`src/rtl/bist_controller_mc.sv`:
```
// -----------------------------------------------------------------------------
// bist_controller_mc
//
// Purpose:
//   Multi-channel BIST sequencer. A start request launches NCH test sessions
//   back to back. Each session is one INIT cycle, NCLOCK RUN cycles with a
//   divided toggle stimulus, and one FINISH cycle. After the last session the
//   controller parks in DONE with bist_end held high until the next start or
//   reset. ch_sel selects the per-channel pattern generator / compactor of
//   the session in progress.
//
// Optional feature:
//   BIST_ABORT_EN - when defined, adds the abort input and aborted output.
//   abort sampled high in INIT/RUN/FINISH terminates the run into DONE with
//   aborted set and ch_sel frozen at the interrupted session.
//
// Handshake:
//   start is a level sampled on every rising clk edge; it is acted on only in
//   IDLE or DONE and is otherwise dropped (no queueing). There is no
//   back-pressure: the outputs are pure status/strobe signals.
//
// Ports:
//   clk        in   1     system clock, rising edge
//   reset_n    in   1     asynchronous active-low reset
//   start      in   1     BIST request (level)
//   abort      in   1     abort request          (BIST_ABORT_EN only)
//   init       out  1     one-cycle pulse at the start of each session
//   running    out  1     high for NCLOCK cycles per session
//   toggle     out  1     stimulus square wave, only while running
//   finish     out  1     one-cycle pulse at the end of each session
//   bist_end   out  1     high from completion until next start or reset
//   ch_sel     out  CH_W  current session index 0..NCH-1
//   aborted    out  1     run ended by abort      (BIST_ABORT_EN only)
//   dbg_state  out  3     FSM state register, for debug and checkers
//
// reset_n deassertion is expected to be synchronised to clk upstream.
// -----------------------------------------------------------------------------
module bist_controller_mc #(
    parameter  int NCLOCK     = 650,
    parameter  int NCH        = 2,
    parameter  int TOGGLE_DIV = 1,
    localparam int CNT_W      = $clog2(NCLOCK + 1),
    localparam int CH_W       = (NCH > 1) ? $clog2(NCH) : 1,
    localparam int DIV_W      = (TOGGLE_DIV > 1) ? $clog2(TOGGLE_DIV) : 1
) (
    input  logic            clk,
    input  logic            reset_n,
    input  logic            start,
`ifdef BIST_ABORT_EN
    input  logic            abort,
`endif
    output logic            init,
    output logic            running,
    output logic            toggle,
    output logic            finish,
    output logic            bist_end,
    output logic [CH_W-1:0] ch_sel,
`ifdef BIST_ABORT_EN
    output logic            aborted,
`endif
    output logic [2:0]      dbg_state
);

    typedef enum logic [2:0] {
        S_IDLE   = 3'd0,
        S_INIT   = 3'd1,
        S_RUN    = 3'd2,
        S_FINISH = 3'd3,
        S_DONE   = 3'd4
    } state_e;

    state_e            state_q, state_d;
    logic [CNT_W-1:0]  cnt_q,   cnt_d;
    logic [DIV_W-1:0]  div_q,   div_d;
    logic              toggle_q, toggle_d;
    logic [CH_W-1:0]   ch_q,    ch_d;
    logic              aborted_q, aborted_d;

    // -------------------------------------------------------------------------
    // State register
    // -------------------------------------------------------------------------
    always_ff @(posedge clk or negedge reset_n) begin
        if (!reset_n) begin
            state_q   <= S_IDLE;
            cnt_q     <= '0;
            div_q     <= '0;
            toggle_q  <= 1'b0;
            ch_q      <= '0;
            aborted_q <= 1'b0;
        end else begin
            state_q   <= state_d;
            cnt_q     <= cnt_d;
            div_q     <= div_d;
            toggle_q  <= toggle_d;
            ch_q      <= ch_d;
            aborted_q <= aborted_d;
        end
    end

    // -------------------------------------------------------------------------
    // Next-state logic
    // -------------------------------------------------------------------------
    always_comb begin
        state_d   = state_q;
        cnt_d     = cnt_q;
        div_d     = div_q;
        toggle_d  = 1'b0;           // toggle is low in every state except RUN
        ch_d      = ch_q;
        aborted_d = aborted_q;

        case (state_q)
            S_IDLE, S_DONE: begin
                if (start) begin
                    state_d   = S_INIT;
                    ch_d      = '0;
                    aborted_d = 1'b0;
                end
            end
            S_INIT: begin
                // Counter and divider restart for every session.
                cnt_d   = '0;
                div_d   = '0;
                state_d = S_RUN;
            end
            S_RUN: begin
                // cnt_q holds the number of running cycles already completed,
                // so the cycle where it equals NCLOCK-1 is the last one.
                cnt_d = cnt_q + 1'b1;
                if (div_q == DIV_W'(TOGGLE_DIV - 1)) begin
                    div_d    = '0;
                    toggle_d = ~toggle_q;
                end else begin
                    div_d    = div_q + 1'b1;
                    toggle_d = toggle_q;
                end
                if (cnt_q == CNT_W'(NCLOCK - 1)) begin
                    state_d  = S_FINISH;
                    toggle_d = 1'b0;
                end
            end
            S_FINISH: begin
                if (ch_q == CH_W'(NCH - 1)) begin
                    state_d = S_DONE;
                end else begin
                    ch_d    = ch_q + 1'b1;
                    state_d = S_INIT;
                end
            end
            default: begin
                state_d = S_IDLE;
            end
        endcase

`ifdef BIST_ABORT_EN
        // Abort only matters while a run is active; in IDLE/DONE start wins.
        if (abort && (state_q == S_INIT || state_q == S_RUN ||
                      state_q == S_FINISH)) begin
            state_d   = S_DONE;
            toggle_d  = 1'b0;
            ch_d      = ch_q;
            aborted_d = 1'b1;
        end
`endif
    end

    // -------------------------------------------------------------------------
    // Moore outputs decoded from registered state
    // -------------------------------------------------------------------------
    assign init      = (state_q == S_INIT);
    assign running   = (state_q == S_RUN);
    assign finish    = (state_q == S_FINISH);
    assign bist_end  = (state_q == S_DONE);
    assign toggle    = toggle_q;
    assign ch_sel    = ch_q;
    assign dbg_state = state_q;
`ifdef BIST_ABORT_EN
    assign aborted   = aborted_q;
`endif

endmodule

```
`config.mk`:
```
export PLATFORM = sky130hd
export DESIGN_NAME = bist_controller_mc
export DESIGN_NICKNAME = d
export VERILOG_FILES = /design/src/rtl/bist_controller_mc.sv
export SDC_FILE = /design/constraint.sdc
export NUM_CORES = 1
export LEC_CHECK = 0
export CAP_MARGIN = 20
export CORE_MARGIN = 2
export CORE_UTILIZATION = 54
export DETAILED_ROUTE_END_ITERATION = 8
export PLACE_DENSITY_LB_ADDON = 0.25
export SKIP_CTS_REPAIR_TIMING = 1
export SLEW_MARGIN = 40
export SYNTH_ARGS = -nofsm -noshare
export SYNTH_HDL_FRONTEND = slang
export SYNTH_SLANG_ARGS = --single-unit
```
`constraint.sdc`:
```
create_clock -name clk -period 3.27 [get_ports clk]
set_input_delay 0.654 -clock clk [delete_from_list [all_inputs] [get_ports clk]]
set_output_delay 0.654 -clock clk [all_outputs]
set_load 0.02 [all_outputs]
```
# Word-level counts from Yosys, hierarchy flattened

Cells that the tools add are included.

Bits in registers: 16
Input port bits: 3

Add/subtract/negate cells: 3
Equal/unequal tests: 8
Mux-type cells: 13
Bitwise gates (word level): 1
Reduce and logical (&&, ||, !) cells: 6

Operators by type and width:

| operator                                       | count |
|---|---|
| one-hot mux 10 bit (2 select lines)            | 1 |
| one-hot mux 3 bit (4 select lines)             | 1 |
| adder 10 x 1 -> 10 bit (second input constant) | 1 |
| == test 10 bit (second input constant)         | 1 |
| 2-to-1 mux 3 bit                               | 3 |
| == test 3 x 2 -> 1 bit (second input constant) | 2 |
| 2-to-1 mux 1 bit                               | 6 |
| one-hot mux 1 bit (2 select lines)             | 2 |
| AND reduction 2 bit                            | 2 |
| nonzero test 2 bit                             | 2 |
| == test 3 x 1 -> 1 bit (second input constant) | 1 |
| == test 3 bit (second input constant)          | 1 |
| logical NOT 3 bit                              | 1 |
| != test 3 x 2 -> 1 bit (second input constant) | 1 |
| adder 1 bit (second input constant)            | 2 |
| != test 2 x 1 -> 1 bit (second input constant) | 1 |
| != test 2 bit (second input constant)          | 1 |
| OR reduction 2 bit                             | 1 |
| inverter 1 bit                                 | 1 |

# Depth between registers and ports, before layout

Depth in word-level cells: 4
Mapped depth: 5
Depth with buffers taken out: 4

# Worst setup path after synthesis

Ideal clock, no wire load.

Path kind: register -> output
Start point: register state_q[0], in the netlist dbg_state[0]
End point: output init
Data arrival time: 1.286 ns
Data required time: 2.616 ns
Path slack: 1.330 ns
Stages on the path, launching flop included: 4
Cell sequence: dfrtp_1 or3b_2 clkbuf_1 inv_1

Longest elaborated chain between the ends: 1

Ends and longest elaborated chain:

| element                | line | source |
|---|---|---|
| from (decl)            | 72   | `state_e state_q, state_d;` |
| from (signal assigned) | 91   | `state_q <= state_d;` |
| == test 3 x 1 -> 1 bit | 169  | `assign init = (state_q == S_INIT);` |
| to (decl)              | 52   | `output logic init,` |

No other way between the ends.

# Worst setup path in the final report

Start point: register state_q[0], in the netlist dbg_state[0]
End point: output running

Longest elaborated chain between the ends: 1

Ends and longest elaborated chain:

| element                | line | source |
|---|---|---|
| == test 3 x 2 -> 1 bit | 170  | `assign running = (state_q == S_RUN);` |
| to (decl)              | 53   | `output logic running,` |

No other way between the ends.

==> key figures <==
Logic synthesis
  • Post-Syn Area: 770.7 um2
  • Seq/Total Area, Yosys: 0.4870
  • Synth Warn #: 0
  • Mapped Cells: 77
  • Top-area cell type share of the netlist area: 0.4870
  • Synth top area cells: dfrtp_1, nand2_1, mux2i_1
  • #FFs+latches synth: 15
  • Syn avg cell area: 10.01 um2
  • Synth cell types: 36
  • Synth Net Count: 82
  • Synth area leader: dfrtp_1

Timing
  • Worst clock skew: 0.001200 ns
  • Worst slew pin tran: 0.6738 ns
  • Endpoints failing hold: 0
  • Setup tns final: 0 ns
  • Fmax: 361.5 MHz
  • Fin crit period: 2.766 ns
  • Final worst path period share: 0.8459
  • Slew Limit Fails: 0
  • Slew headroom: 0.5494
  • # setup viols final: 0
  • WHS: 0.4595 ns
  • RSZ-0062 raised after global routing: no

Die
  • Die height: 41.78 um
  • Starting Density: 0.5850
  • Die footprint: 0.001746 mm2
  • Core box area: 0.001318 mm2
  • Horiz. Die Dim: 41.78 um
  • Row cnt: 13
  • I/O Pins: 12

CTS
  • CTS tree: yes
  • Clock tree buffer depth: 2
  • Root buffer cell: clkbuf_4
  • Sink Count: 15
  • Worst-path clk slew: 0.09 ns
  • H-tree Lvls: 1
  • TritonCTS Buffers: 3
  • Worst skew pair latency: 0.28 ns

Critical path
  • Largest stage delay on the critical path: 0.64 ns
  • Setup crit start kind: register
  • CP Capture Type: output port
  • Req. time, crit path: 2.62 ns
  • Worst-path cell with the longest stage delay: clkdlybuf4s50_1
  • Critical-path cell list: or3b_1 -> buf_4 -> inv_1 -> clkdlybuf4s50_1
  • Crit-path max FO: 15
  • WP data arrival: 2.11 ns
  • Cells on worst reg2reg path: 4
  • Crit path kind: reg2out

Placement
  • HPWL after detailed placement: 1.128 mm
  • GP Congestion: 0.8137
  • PortBufs: 11

Global route
  • GRT Total Usage: 0.2070
  • Total grt overflow: 0
  • First-pass GRT wire length: 2.766 mm
  • Number of global-route vias before repair: 619
  • Largest net degree at the start of global routing: 16
  • Initial antenna violation count: 0

Route
  • Per-cell routed wire length: 15.29 um
  • DRT iter0 DRCs: 27
  • DR pass1 iterations: 4
  • Antenna viol nets, final: 0
  • Final wirelength: 1.590 mm
  • DRC errors left: 0
  • Vias/cell: 6.269
  • DR vias: 652

Flow run
  • Reported max-cap violation count: 0

Power and ir drop
  • VDD IR max: 567.4 uV
  • Power per Cell Area: 835.0 mW/mm2
  • Leak pwr: 0.4142 nW

Layout
  • Synthesis-to-finish area growth: 18.83%
  • Nets: 95
  • Share of cells above drive strength 1: 0.07865
  • Inserted Diodes: 0
  • Most frequent cells in the layout: dfrtp_1, clkdlybuf4s50_1, nand2_1
  • Most common cell after layout, fill and taps aside: dfrtp_1

Outcome
  • Outcome: complete, no violations

Worst hold path
  • Hold crit path type: reg2reg
  • Hold path depth: 1
registers in the layout, indices dropped and copies added (netlist names):
signal     cells
ch_sel         1
cnt_q         10
dbg_state      3
toggle         1
cells in the mapped netlist (all sizes together):
library cell	instances
dfrtp	15
nand2	10
inv	4
nand3	4
a31oi	3
and2	3
clkbuf	3
mux2i	3
and4	2
ha	2
nor2	2
o211ai	2
o21ai	2
or3b	2
a21o	1
a21oi	1
a2bb2oi	1
a31o	1
a32o	1
a41oi	1
and3	1
buf	1
mux2	1
nand4	1
nor2b	1
nor3	1
nor3b	1
nor4	1
nor4b	1
o22ai	1
o311ai	1
o31ai	1
o41ai	1
or4	1
where the power goes:
| part | switching [mW] | total [mW] | leakage (nW) | internal [mW] |
|---|---|---|---|---|
| clock | 0.0609 | 0.108 | 0.0150 | 0.0474 |
| combinational | 0.207 | 0.372 | 0.200 | 0.165 |
| sequential | 0.0535 | 0.285 | 0.199 | 0.231 |
| total | 0.321 | 0.765 | 0.414 | 0.444 |
critical path: cells and delay by family (launching register included):
| kind | cells | cell delay, ns |
|---|---|---|
| buf+inv | 3 | 1.01 |
| flops | 1 | 0.45 |
| simple gates | 1 | 0.36 |
cell families (layout without fill, tap and decap cells):
| logic type | after synthesis | count (layout) | share of synthesized area |
|---|---|---|---|
| AND/OR/NAND/NOR | 31 | 31 | 0.2241 |
| AO/OA/AOI/OAI | 17 | 17 | 0.1607 |
| adder cells (fa/ha/maj) | 2 | 2 | 0.03246 |
| multiplexers | 4 | 4 | 0.05357 |
| buffers and inverters | 8 | 20 | 0.04219 |
| flip-flops | 15 | 15 | 0.4870 |
final cells by class:
cell class,count,area [um2]
sequential,15,375.4
timing repair buffer,12,117.6
tap,15,18.77
clock buffer,4,26.28
inverter,4,15.01
fill,95,401.6
multi-input combinational,54,362.8
routing by layer:
metal / track usage / vias to the layer above / part of all wire
met5: 0 / - / 0
met4: 0.1097 / 0 / 0.026
met3: 0.05652 / 6 / 0.053
met2: 0.3156 / 24 / 0.46
met1: 0.2661 / 311 / 0.46
li1: - / 311 / -
stage by stage:
| step | cells | utilization | cell area [um2] | worst slack [ns] | power [mW] |
|---|---|---|---|---|---|
| after floorplan | 77 | - | 770.7 | 1.330 | 0.5148 |
| after global placement | 100 | 0.6752 | 889.6 | 0.8620 | 0.6478 |
| after detailed placement | 100 | 0.6752 | 889.6 | 0.8377 | 0.6599 |
| after CTS | 104 | 0.6952 | 915.9 | 0.5178 | 0.7655 |
| after global routing | 104 | 0.6952 | 915.9 | 0.4160 | 0.8163 |
| final | 104 | 0.6952 | 915.9 | 0.5040 | 0.7648 |
worst paths after layout:
kind | startpoint | to | slack, ns
max | dbg_state[0] | running | 0.50
min | toggle | toggle | 0.46
max reg2reg | dbg_state[0] | cnt_q[9] | 1.54
min reg2reg | toggle | toggle | 0.46
max in group asynchronous | reset_n | cnt_q[6] | 2.07
min in group asynchronous | reset_n | ch_sel | 0.77
(Power assumes the default switching activity.)
